File: src/rtl/disp_signature.sv
// Frame-signature probe: captures one frame on request and reports CRC-16, pixel/line counts
// and geometry error. Optional coordinate check enabled by DISP_SIGNATURE_COORD_CHECK_EN.
module disp_signature #(
  parameter int          BPC      = 5,
  parameter int          CORDW    = 16,
  parameter int          H_RES    = 672,
  parameter int          V_RES    = 384,
  parameter logic [15:0] CRC_INIT = 16'hFFFF
) (
  input  logic                    clk_pix,
  input  logic                    rst_pix,
  input  logic signed [CORDW-1:0] disp_x,
  input  logic signed [CORDW-1:0] disp_y,
  input  logic                    disp_de,
  input  logic                    disp_frame,
  input  logic [BPC-1:0]          disp_r,
  input  logic [BPC-1:0]          disp_g,
  input  logic [BPC-1:0]          disp_b,
  input  logic                    cap_req,
  output logic                    cap_busy,
  output logic                    sig_valid,
  input  logic                    sig_ack,
  output logic [15:0]             sig_crc,
  output logic [31:0]             sig_pix,
  output logic [CORDW-1:0]        sig_lines,
  output logic                    sig_err,
  output logic                    sig_coord_err
);

  localparam int W = 3 * BPC;

  typedef enum logic [1:0] {IDLE, ARM, CAPT, DONE} state_t;

  state_t           state;
  logic [15:0]      crc, crc_base;
  logic [31:0]      pix, pix_base;
  logic [CORDW-1:0] lines, lines_base, linepix, linepix_base;
  logic             width_err, width_err_base;
  logic             de_prev;
  logic             accum;
  logic [W-1:0]     pixel;

  // Unrolled MSB-first CRC-16/0x1021 over one W-bit word.
  function automatic logic [15:0] crc16_step(input logic [15:0] c, input logic [W-1:0] d);
    logic [15:0] r;
    logic        fb;
    r = c;
    for (int i = W - 1; i >= 0; i--) begin
      fb = r[15] ^ d[i];
      r  = {r[14:0], 1'b0};
      if (fb) r = r ^ 16'h1021;
    end
    return r;
  endfunction

  assign pixel    = {disp_r, disp_g, disp_b};
  assign cap_busy = (state == ARM) || (state == CAPT);

  // Accumulate on the start edge (from fresh values) and on every non-terminating CAPT cycle.
  assign accum = ((state == ARM) && disp_frame) || ((state == CAPT) && !disp_frame);

  always_comb begin
    crc_base       = crc;
    pix_base       = pix;
    lines_base     = lines;
    linepix_base   = linepix;
    width_err_base = width_err;
    if (state == ARM) begin
      crc_base       = CRC_INIT;
      pix_base       = '0;
      lines_base     = '0;
      linepix_base   = '0;
      width_err_base = 1'b0;
    end
  end

`ifdef DISP_SIGNATURE_COORD_CHECK_EN
  logic coord_err, coord_err_base;
  assign coord_err_base = (state == ARM) ? 1'b0 : coord_err;
`else
  logic coord_unused;
  assign coord_unused  = ^{disp_x, disp_y};
  assign sig_coord_err = 1'b0;
`endif

  always_ff @(posedge clk_pix or posedge rst_pix) begin
    if (rst_pix) begin
      state     <= IDLE;
      crc       <= CRC_INIT;
      pix       <= '0;
      lines     <= '0;
      linepix   <= '0;
      width_err <= 1'b0;
      de_prev   <= 1'b0;
      sig_valid <= 1'b0;
      sig_crc   <= '0;
      sig_pix   <= '0;
      sig_lines <= '0;
      sig_err   <= 1'b0;
`ifdef DISP_SIGNATURE_COORD_CHECK_EN
      coord_err     <= 1'b0;
      sig_coord_err <= 1'b0;
`endif
    end else begin
      de_prev <= disp_de;

      // NOTE: later non-blocking assignments to the same register override earlier ones,
      // so defaults are written first and the pixel/line-end updates refine them.
      if (accum) begin
        crc       <= crc_base;
        pix       <= pix_base;
        lines     <= lines_base;
        linepix   <= linepix_base;
        width_err <= width_err_base;
`ifdef DISP_SIGNATURE_COORD_CHECK_EN
        coord_err <= coord_err_base;
`endif
        if (disp_de) begin
          crc     <= crc16_step(crc_base, pixel);
          pix     <= pix_base + 32'd1;
          linepix <= linepix_base + 1'b1;
`ifdef DISP_SIGNATURE_COORD_CHECK_EN
          if ((disp_x != linepix_base) || (disp_y != lines_base)) coord_err <= 1'b1;
`endif
        end else if ((state == CAPT) && de_prev) begin
          lines   <= lines + 1'b1;
          linepix <= '0;
          if (32'(linepix) != 32'(H_RES)) width_err <= 1'b1;
        end
      end

      case (state)
        IDLE: if (cap_req) state <= ARM;
        ARM:  if (disp_frame) state <= CAPT;
        CAPT: if (disp_frame) begin
          state     <= DONE;
          sig_valid <= 1'b1;
          sig_crc   <= crc;
          sig_pix   <= pix;
          sig_lines <= lines;
          sig_err   <= width_err | (32'(lines) != 32'(V_RES));
`ifdef DISP_SIGNATURE_COORD_CHECK_EN
          sig_coord_err <= coord_err;
`endif
        end
        DONE: if (sig_ack) begin
          sig_valid <= 1'b0;
          state     <= cap_req ? ARM : IDLE;
        end
        default: state <= IDLE;
      endcase
    end
  end

endmodule

File: config.mk
export PLATFORM = sky130hd
export DESIGN_NAME = disp_signature
export DESIGN_NICKNAME = d
export VERILOG_FILES = /design/src/rtl/disp_signature.sv
export SDC_FILE = /design/constraint.sdc
export NUM_CORES = 1
export LEC_CHECK = 0
export BUFFER_PORTS_ARGS = -buffer_cell sky130_fd_sc_hd__buf_2
export CAP_MARGIN = 10
export CORE_ASPECT_RATIO = 0.8
export CORE_MARGIN = 4
export CORE_UTILIZATION = 45
export DETAILED_ROUTE_END_ITERATION = 16
export PLACE_DENSITY = 0.66
export SLEW_MARGIN = 0
export SYNTH_ARGS = -nofsm -noshare
export SYNTH_HDL_FRONTEND = slang
export SYNTH_SLANG_ARGS = --single-unit
File: constraint.sdc
create_clock -name clk_pix -period 6.95 [get_ports clk_pix]
set_clock_uncertainty 0.05 [all_clocks]
set_input_delay 0.695 -clock clk_pix [delete_from_list [all_inputs] [get_ports clk_pix]]
set_output_delay 0.695 -clock clk_pix [all_outputs]
set_load 0.01 [all_outputs]
[Yosys cells after proc, flatten, opt, wreduce, memory -nomap -nowiden]
Index checks and enable logic that the tools add are counted.
Storage, ports and cells
  register bits after elaboration: 150
  bits of input ports: 53
  output and inout bits: 68
  word-level logic and storage cells: 132
Operators by class
  add/subtract/negate cells: 3
  equal/unequal tests: 9
  mux-type cells: 66
  bitwise gates (word level): 31
  reductions and logical operators: 11
Operators with widths (number)
  two-way mux 16 bit: 36
  two-way mux 13 bit: 15
  two-way mux 32 bit: 2
  NOT 3 bit: 15
  adder 16 x 1 -> 16 bit (second input constant): 2
  adder 32 x 1 -> 32 bit (second input constant): 1
  != test 16 x 10 -> 1 bit (second input constant): 1
  != test 16 x 9 -> 1 bit (second input constant): 1
  bitwise XOR 1 bit: 15
  two-way mux 2 bit: 4
  != test 2 bit (second input constant): 4
  one-hot mux 2 bit (4 select lines): 1
  two-way mux 1 bit: 7
  equality test 2 bit (second input constant): 2
  AND reduction 4 bit: 1
  logical AND 1 bit: 3
  AND reduction 3 bit: 1
  equality test 2 x 1 -> 1 bit (second input constant): 1
  logical NOT 2 bit: 1
  logical OR 1 bit: 2
  one-hot mux 1 bit (2 select lines): 1
  AND reduction 2 bit: 1
  nonzero test 2 bit: 1
  logical NOT 1 bit: 1
  bitwise OR 1 bit: 1

[Depth between registers and ports, before layout]
Gate-level depths: netlist of the first run.
  depth after elaboration: 61
  gate-level depth with buffers: 14
  mapped depth without buffers: 10

[Worst setup path before layout of the first run]
Ideal clock, no wire load.
  path kind: register to register
  start point: register state[1]
  end point: register pix[30]
  library setup time: 0.080 ns
  data arrival time: 2.667 ns
  setup slack: 4.153 ns
  cell stages (with the launch flop): 14
  path buffers: 4
  period minus slack after synthesis: 2.797 ns
  cell sequence: dfrtp_1 > inv_1 > ha_1 > buf_4 > buf_6 > buf_2 > buf_1 > nor2b_1 > ha_1 > nand4b_1 > nor2_1 > nor4b_4 > and4bb_2 > xnor2_1
On the way
  longest elaborated chain between the ends: 4
  elaborated cells on any way between the ends: 8
Ends and longest elaborated chain
  start, declared: line 34  | state_t state;
  start signal, assigned: line 148  | state <= cap_req ? ARM : IDLE;
  equality test 2 x 1 -> 1 bit: line 60, 68
  two-way mux 32 bit: line 68  | if (state == ARM) begin
  adder 32 x 1 -> 32 bit: line 120  | pix <= pix_base + 32'd1;
  two-way mux 32 bit: line 118  | if (disp_de) begin
  end signal, assigned: line 111  | pix <= pix_base;
  end signal, assigned: line 120
  end, declared: line 36  | logic [31:0] pix, pix_base;
Several ways; a longest one is shown, not always the timed one.
A chain may end at the register's enable or synchronous reset.

[Worst setup path after layout of the first run]
  start point: register state[0]
  end point: register linepix[4]
On the way
  longest elaborated chain between the ends: 4
  elaborated cells on any way between the ends: 10
Ends and longest elaborated chain
  equality test 2 x 1 -> 1 bit / equality test 2 bit (equally long branches): line 60, 68, 125
  two-way mux 16 bit / logical AND 1 bit (equally long branches): line 68, 125
  adder 16 x 1 -> 16 bit / two-way mux 16 bit (equally long branches): line 121, 125
  two-way mux 16 bit: line 118
  end signal, assigned: line 113  | linepix <= linepix_base;
  end signal, assigned: line 121  | linepix <= linepix_base + 1'b1;
  end, declared: line 37  | logic [CORDW-1:0] lines, lines_base, linepix, linepix_base;
Several ways; a longest one is shown, not always the timed one.

==> out/results.tsv, run 1 <==
stage	metric	value	unit
run_status	outcome	finished, final reports clean	
layout	layout.area.seq	3774	µm²
critical_path	critPathKind	reg -> reg	
drt	drtIter0Drc	440	
global_routing	grt-ovfl-total	0	
job	maxCapViolCount	0	
clocking	clock_sinks	150	
sta	hold_slack	0.3020	ns
pwr	p_leak	0.003969	µW
clocking	clk_pin_slew	0.06	ns
clocking	cts-buffers-inserted	17	
layout	syn_to_final_growth	15.46	%
synth	synth_cell_types	60	
sta	hold_viol	0	
critical_path	crit_top_cell	nand2_1	
critical_path	cp_slowest_cell	nand2_1	
pwr	ir_drop	0.2923	mV
synth	ys_warn_count	0	
global_routing	grt_max_degree	83	
pwr	power.density	399.6	nW/µm²
sta	rsz0062_at_grt	no	
drt	drtPass1Iterations	4	
critical_path	critical_path.cell_chain	inv_1 -> ha_1 -> nand2b_1 -> nand2_1 -> nand2_1 -> nor3_1 -> a21oi_1 -> o21ai_0	
critical_path	cp_top_family	simple AND/OR/NAND/NOR gates	
placement	dp_hpwl	11010	µm
synth	yosysSeqAreaShare	0.4991	
synth	synth_top_area_share	0.4435	
floorplanning	io_pins	121	
drt	wl	16580	µm
floorplanning	fp.dieArea	18950	µm²
global_routing	antenna_found_initial	0	
layout	antenna_cells	0	
sta	slew_viol_final	0	
critical_path	worst_setup_path_start_kind	flip-flop	
global_routing	grtUsageTotal	0.1833	
synth	syn_inst	717	
synth	synth.top_cells.by_count	dfrtp_1, nand2_1, mux2_2, o21ai_0, xnor2_1	
synth	ys_ff_latch	150	
critical_path	cp.required	7.23	ns
clocking	clock_latency	0.43	ns
floorplanning	start_util	0.4582	
synth	async_flop_share	1.000	
synth	syn_nets	779	
global_routing	grt_pass1_vias	5608	
clocking	cts_tree	done	
drt	via_count	5571	
critical_path	endpoint_kind	flip-flop	
sta	setup_violations	0	
synth	synthFlopType	dfrtp_1	
layout	multi_input_comb_area	3592	µm²
drt	ant_nets	0	
synth	synth_area	7561	µm²
clocking	cts_hold_buf	0	
layout	fillerInstances	1492	
min_path	hold_path.class	in -> async	
sta	tightest_slew	1.049	ns
critical_path	cp_max_fo	21	
floorplanning	rows	42	
drt	drt-wirelength-per-cell	16.13	µm
floorplanning	die_height	123.9	µm
layout	drive_above_1_share	0.2723	
critical_path	cp.arrival	3.34	ns
synth	synth-edff-count	0	
floorplanning	core_area	16500	µm²
global_routing	grt_pass1_wl	28210	µm
layout	layout.nets	857	
critical_path	crit_buf_inv	1	
clocking	cts_resized	0	
drt	routed_via_density	5.419	
placement	port_buffers	87	
synth	yosysMostFrequentCell	dfrtp_1	
sta	fin_crit_sh	0.4391	
clocking	clk_root_buffer_cell	clkbuf_16	
sta	tns	0	ns
synth	avgSynthCellArea	10.55	µm²
critical_path	slowest_delay	0.59	ns
clocking	ctsLongestPathBuffers	2	
clocking	cts-htree-levels	4	
sta	relSlewSlack	0.3009	
drt	drc	0	
sta	timing.fmax	327.7	MHz
synth	synth_top_area_cell	dfrtp_1	
placement	place_congestion	0.8166	
floorplanning	die_x	152.9	µm
sta	min_period	3.052	ns
synth	netlist_top_cells_area	dfrtp_1, mux2_2, xnor2_1	
clocking	post-cts-setup-buffer-count	0	
[final timing paths]
kind	slack [ns]	to	cells after the start	start
max in group asynchronous	5.05	sig_crc[7]$_DFFE_PP0P_	3	rst_pix
worst max register to register	3.90	linepix[4]$_DFFE_PP0P_	8	state[0]$_DFFE_PP0P_
worst max-delay path	3.90	linepix[4]$_DFFE_PP0P_	8	state[0]$_DFFE_PP0P_
worst min register to register	0.42	sig_err$_DFFE_PP0P_	1	sig_err$_DFFE_PP0P_
min in group clk_pix	0.42	sig_err$_DFFE_PP0P_	1	sig_err$_DFFE_PP0P_
worst min-delay path	0.30	sig_pix[13]$_DFFE_PP0P_	2	rst_pix
[kinds of logic after synthesis]
kind of cell             after synthesis  share of synthesized area
buffers and inverters                 49                    0.02747
multiplexers                          66                    0.09730
XOR/XNOR                              80                     0.1047
other                                  1                  0.0004960
AO/OA/AOI/OAI                        118                    0.09151
AND/OR/NAND/NOR                      244                     0.1645
adder cells (fa/ha/maj)                9                    0.01489
flip-flops                           150                     0.4991
[stage by stage]
step	utilization	std cells	area (µm²)	power (µW)	setup slack, ns
final	0.5290	1028	8730	3488	3.898
after global routing	0.5290	1028	8730	3737	3.615
after CTS	0.5290	1028	8730	3519	3.908
after detailed placement	0.4961	996	8187	2639	3.914
after global placement	0.4961	996	8187	2589	4.049
after floorplan	-	717	7561	2302	2.195
[layout by cell type, fill, tap and decap left out, types with 3 or more instances in the layout]
master / Yosys / layout
clkbuf_1: 16 / 7
xnor2_1: 49 / 49
o31ai_1: 4 / 4
a21oi_1: 25 / 25
and4_1: 6 / 6
and2_1: 8 / 8
o211ai_1: 5 / 5
mux2i_1: 6 / 5
a31oi_1: 6 / 6
xor2_1: 24 / 24
dfstp_2: 16 / 16
clkbuf_16: 0 / 17
a21o_1: 4 / 4
a22o_1: 8 / 8
nand2b_1: 3 / 3
buf_2: 7 / 87
nor2b_1: 6 / 6
clkinv_2: 0 / 4
and3_1: 7 / 7
nand4_1: 10 / 10
ha_1: 9 / 8
inv_1: 14 / 13
clkbuf_8: 0 / 3
nand2_1: 100 / 99
buf_4: 2 / 7
mux2_2: 60 / 60
nor4_1: 5 / 5
o21ai_0: 54 / 54
dfrtp_1: 134 / 134
nor3_1: 19 / 19
nor2_1: 31 / 31
nand4b_1: 3 / 3
nand3_1: 26 / 26
[metal layers]
layer | GRT usage | routed length (µm)
met5 | 0 | 0
met4 | 0.05954 | 210
met2 | 0.2760 | 7637
met1 | 0.2589 | 7961
met3 | 0.05141 | 768
[cell type report]
class | instances | share of cell area
flip-flops and latches | 150 | 0.4323
clock buffers | 27 | 0.05647
clock inverters | 5 | 0.005733
well taps | 220 | 0.03153
multi-input cells | 518 | 0.4115
repair buffers | 94 | 0.05590
inverters | 14 | 0.006593
[sequential cells by signal, indices dropped and copies added, names as in the netlist]
register,flops
crc,16
de_prev,1
linepix,16
lines,16
pix,32
sig_crc,16
sig_err,1
sig_lines,16
sig_pix,32
sig_valid,1
state,2
width_err,1
[power by group]
part | total, µW | switching, µW | internal, µW
clock | 867 | 348 | 519
combinational | 1440 | 798 | 646
sequential | 1180 | 125 | 1050
total | 3490 | 1270 | 2220
Note: power is estimated with default switching activity, not from simulation.
==> run 2, diff against run 1 <==
--- a/config.mk
+++ b/config.mk
@@ -11,7 +11,7 @@
 export CORE_MARGIN = 4
 export CORE_UTILIZATION = 45
 export DETAILED_ROUTE_END_ITERATION = 16
-export PLACE_DENSITY = 0.66
+export PLACE_DENSITY = 0.68
 export SLEW_MARGIN = 0
 export SYNTH_ARGS = -nofsm -noshare
 export SYNTH_HDL_FRONTEND = slang
==> constraint.sdc (replaced) <==
create_clock -name clk_pix -period 2.8 [get_ports clk_pix]
set_clock_uncertainty 0.05 [all_clocks]
set_input_delay 0.28 -clock clk_pix [delete_from_list [all_inputs] [get_ports clk_pix]]
set_output_delay 0.28 -clock clk_pix [all_outputs]
set_load 0.01 [all_outputs]
==> run 2 against run 1 <==
Via count fell by 0.66%. Hold slack got worse by 0.29 ns. Non-clock buffer count rose by 15. First-iteration DRC count fell by 24%. Sequential share of layout area fell by 1.1 points. Global-route usage fell by 0.33 points. Fmax rose by 18%. Clock power rose to 2.8 times the previous value. Core utilization rose by 1.4 points. Cell count rose by 1.5%. Sequential cell count did not move. Critical path type unchanged.
==> out/results.tsv, run 2 (synthesis gave the netlist of run 1 again) <==
stage	metric	value	unit
sta	slew_viol_final	0	
sta	min_period	2.579	ns
critical_path	crit_buf_inv	2	
sta	tns	0	ns
critical_path	cp_max_fo	20	
sta	fin_crit_sh	0.9210	
layout	final_cell_mix	dfrtp_1, nand2_1, buf_2, mux2_2, o21ai_0	
sta	relSlewSlack	0.4521	
drt	via_count	5534	
pwr	p_leak	0.004084	µW
floorplanning	die_height	123.9	µm
clocking	cts-htree-levels	4	
layout	syn_to_final_growth	18.43	%
critical_path	r2r_slack	0.22	ns
critical_path	worstRegToRegCells	10	
critical_path	cp_top_family	simple AND/OR/NAND/NOR gates	
layout	final_common_cell	dfrtp_1	
layout	final_cell_count_no_fill	1043	
sta	setup_violations	0	
floorplanning	die_x	152.9	µm
global_routing	antenna_found_initial	1	
critical_path	slowest_delay	0.39	ns
critical_path	rr_endpoint	pix[30]$_DFFE_PP0P_	
sta	rsz0062_at_grt	no	
floorplanning	rows	42	
critical_path	cp.arrival	2.88	ns
global_routing	grt_pass1_vias	5416	
floorplanning	start_util	0.4582	
placement	dp_hpwl	10900	µm
clocking	cts-buffers-inserted	17	
critical_path	cp.required	3.10	ns
min_path	hold_path.class	in -> async	
pwr	power.density	1010	nW/µm²
critical_path	critical_path.cell_chain	inv_1 -> ha_2 -> nor2b_1 -> ha_1 -> nand4b_1 -> nor2_1 -> nor4b_4 -> buf_4 -> and4bb_2 -> xnor2_1	
clocking	clk_pin_slew	0.06	ns
layout	antenna_cells	0	
sta	tightest_slew	0.8219	ns
sta	timing.fmax	387.8	MHz
critical_path	cp_slowest_cell	dfrtp_1	
run_status	outcome	finished, final reports clean	
global_routing	grt_pass1_wl	27370	µm
drt	ant_nets	0	
critical_path	r2r-start	state[1]$_DFFE_PP0P_	
layout	layout.nets	872	
layout	drive_above_1_share	0.2928	
drt	drtPass1Iterations	5	
critical_path	endpoint_kind	flip-flop	
drt	routed_via_density	5.306	
drt	drtIter0Drc	335	
clocking	clock_latency	0.43	ns
global_routing	grt-ovfl-total	0	
sta	hold_viol	0	
global_routing	grt_max_degree	151	
placement	dpl.cell_count	1010	
floorplanning	core_area	16500	µm²
placement	place_congestion	0.8070	
clocking	cts_tree	done	
clocking	ctsLongestPathBuffers	2	
critical_path	worst_setup_path_start_kind	flip-flop	
drt	drt-wirelength-per-cell	15.58	µm
layout	reg_top3	pix (32), sig_pix (32)	
clocking	cts_resized	0	
pwr	ir_drop	0.7774	mV
drt	drc	0	
critical_path	critPathKind	reg -> reg	
floorplanning	io_pins	121	
floorplanning	fp.dieArea	18950	µm²
clocking	clock_sinks	150	
drt	wl	16260	µm
job	maxCapViolCount	0	
placement	port_buffers	87	
clocking	clk_root_buffer_cell	clkbuf_16	
global_routing	grtUsageTotal	0.1800	
==> run 2: area by class of cell <==
type / instances / area, µm²
fill: 1466 / 7546
multi-input combinational: 518 / 3592
clock inverter: 12 / 175.2
sequential: 150 / 3774
tap: 220 / 275.3
inverter: 14 / 56.30
timing repair buffer: 109 / 625.6
clock buffer: 20 / 456.7
==> run 2: what timing repair did <==
| item | 4_1_cts | 5_1_grt |
|---|---|---|
| endpoints found under the hold margin | 0 | 0 |
| hold buffers | 0 | 0 |
| setup buffers | 0 | 1 |
| setup endpoints to repair | 0 | 1 |
==> run 2: worst max-delay path by stage <==
stage	from	end	slack, ns	cells after the start
after CTS	state[1]$_DFFE_PP0P_	pix[20]$_DFFE_PP0P_	0.12	10
after floorplan	state[1]$_DFFE_PP0P_	pix[30]$_DFFE_PP0P_	0.003	13
after detailed placement	state[1]$_DFFE_PP0P_	pix[30]$_DFFE_PP0P_	0.21	9
final	state[1]$_DFFE_PP0P_	pix[30]$_DFFE_PP0P_	0.22	10
after global routing	state[1]$_DFFE_PP0P_	linepix[10]$_DFFE_PP0P_	0.03	11
after global placement	state[1]$_DFFE_PP0P_	linepix[14]$_DFFE_PP0P_	0.27	11
==> run 2: tightest hold or removal path: stages <==
cell and delay [ns]:
buf_2 0.11, clkinvlp_4 0.07, buf_12 0.52
==> run 2: where the power goes <==
part           internal [µW]  switching [µW]
clock                   1540             896
combinational           1710            1980
sequential              2610             308
==> run 2: through the flow <==
stage               utilization  power, µW  area (µm²)  worst slack, ns  hold WS [ns]
CTS                      0.5422       9152        8947           0.1189       0.07299
finish                   0.5427       9048        8955           0.2211      0.009010
global route             0.5427       9635        8955          0.03141       0.08207
detailed placement       0.5039       6655        8315           0.2056        0.4187
global placement         0.5039       6604        8315           0.2707        0.4080
floorplan                     -       5715        7565         0.002736        0.2614
==> run 2: metal layers <==
metal	wire, µm	global-route usage	vias to the layer above
met2	7000	0.2619	131
met4	273	0.06845	2
met1	8169	0.2607	2682
li1	-	-	2694
met5	9	0	-
met3	803	0.04550	25
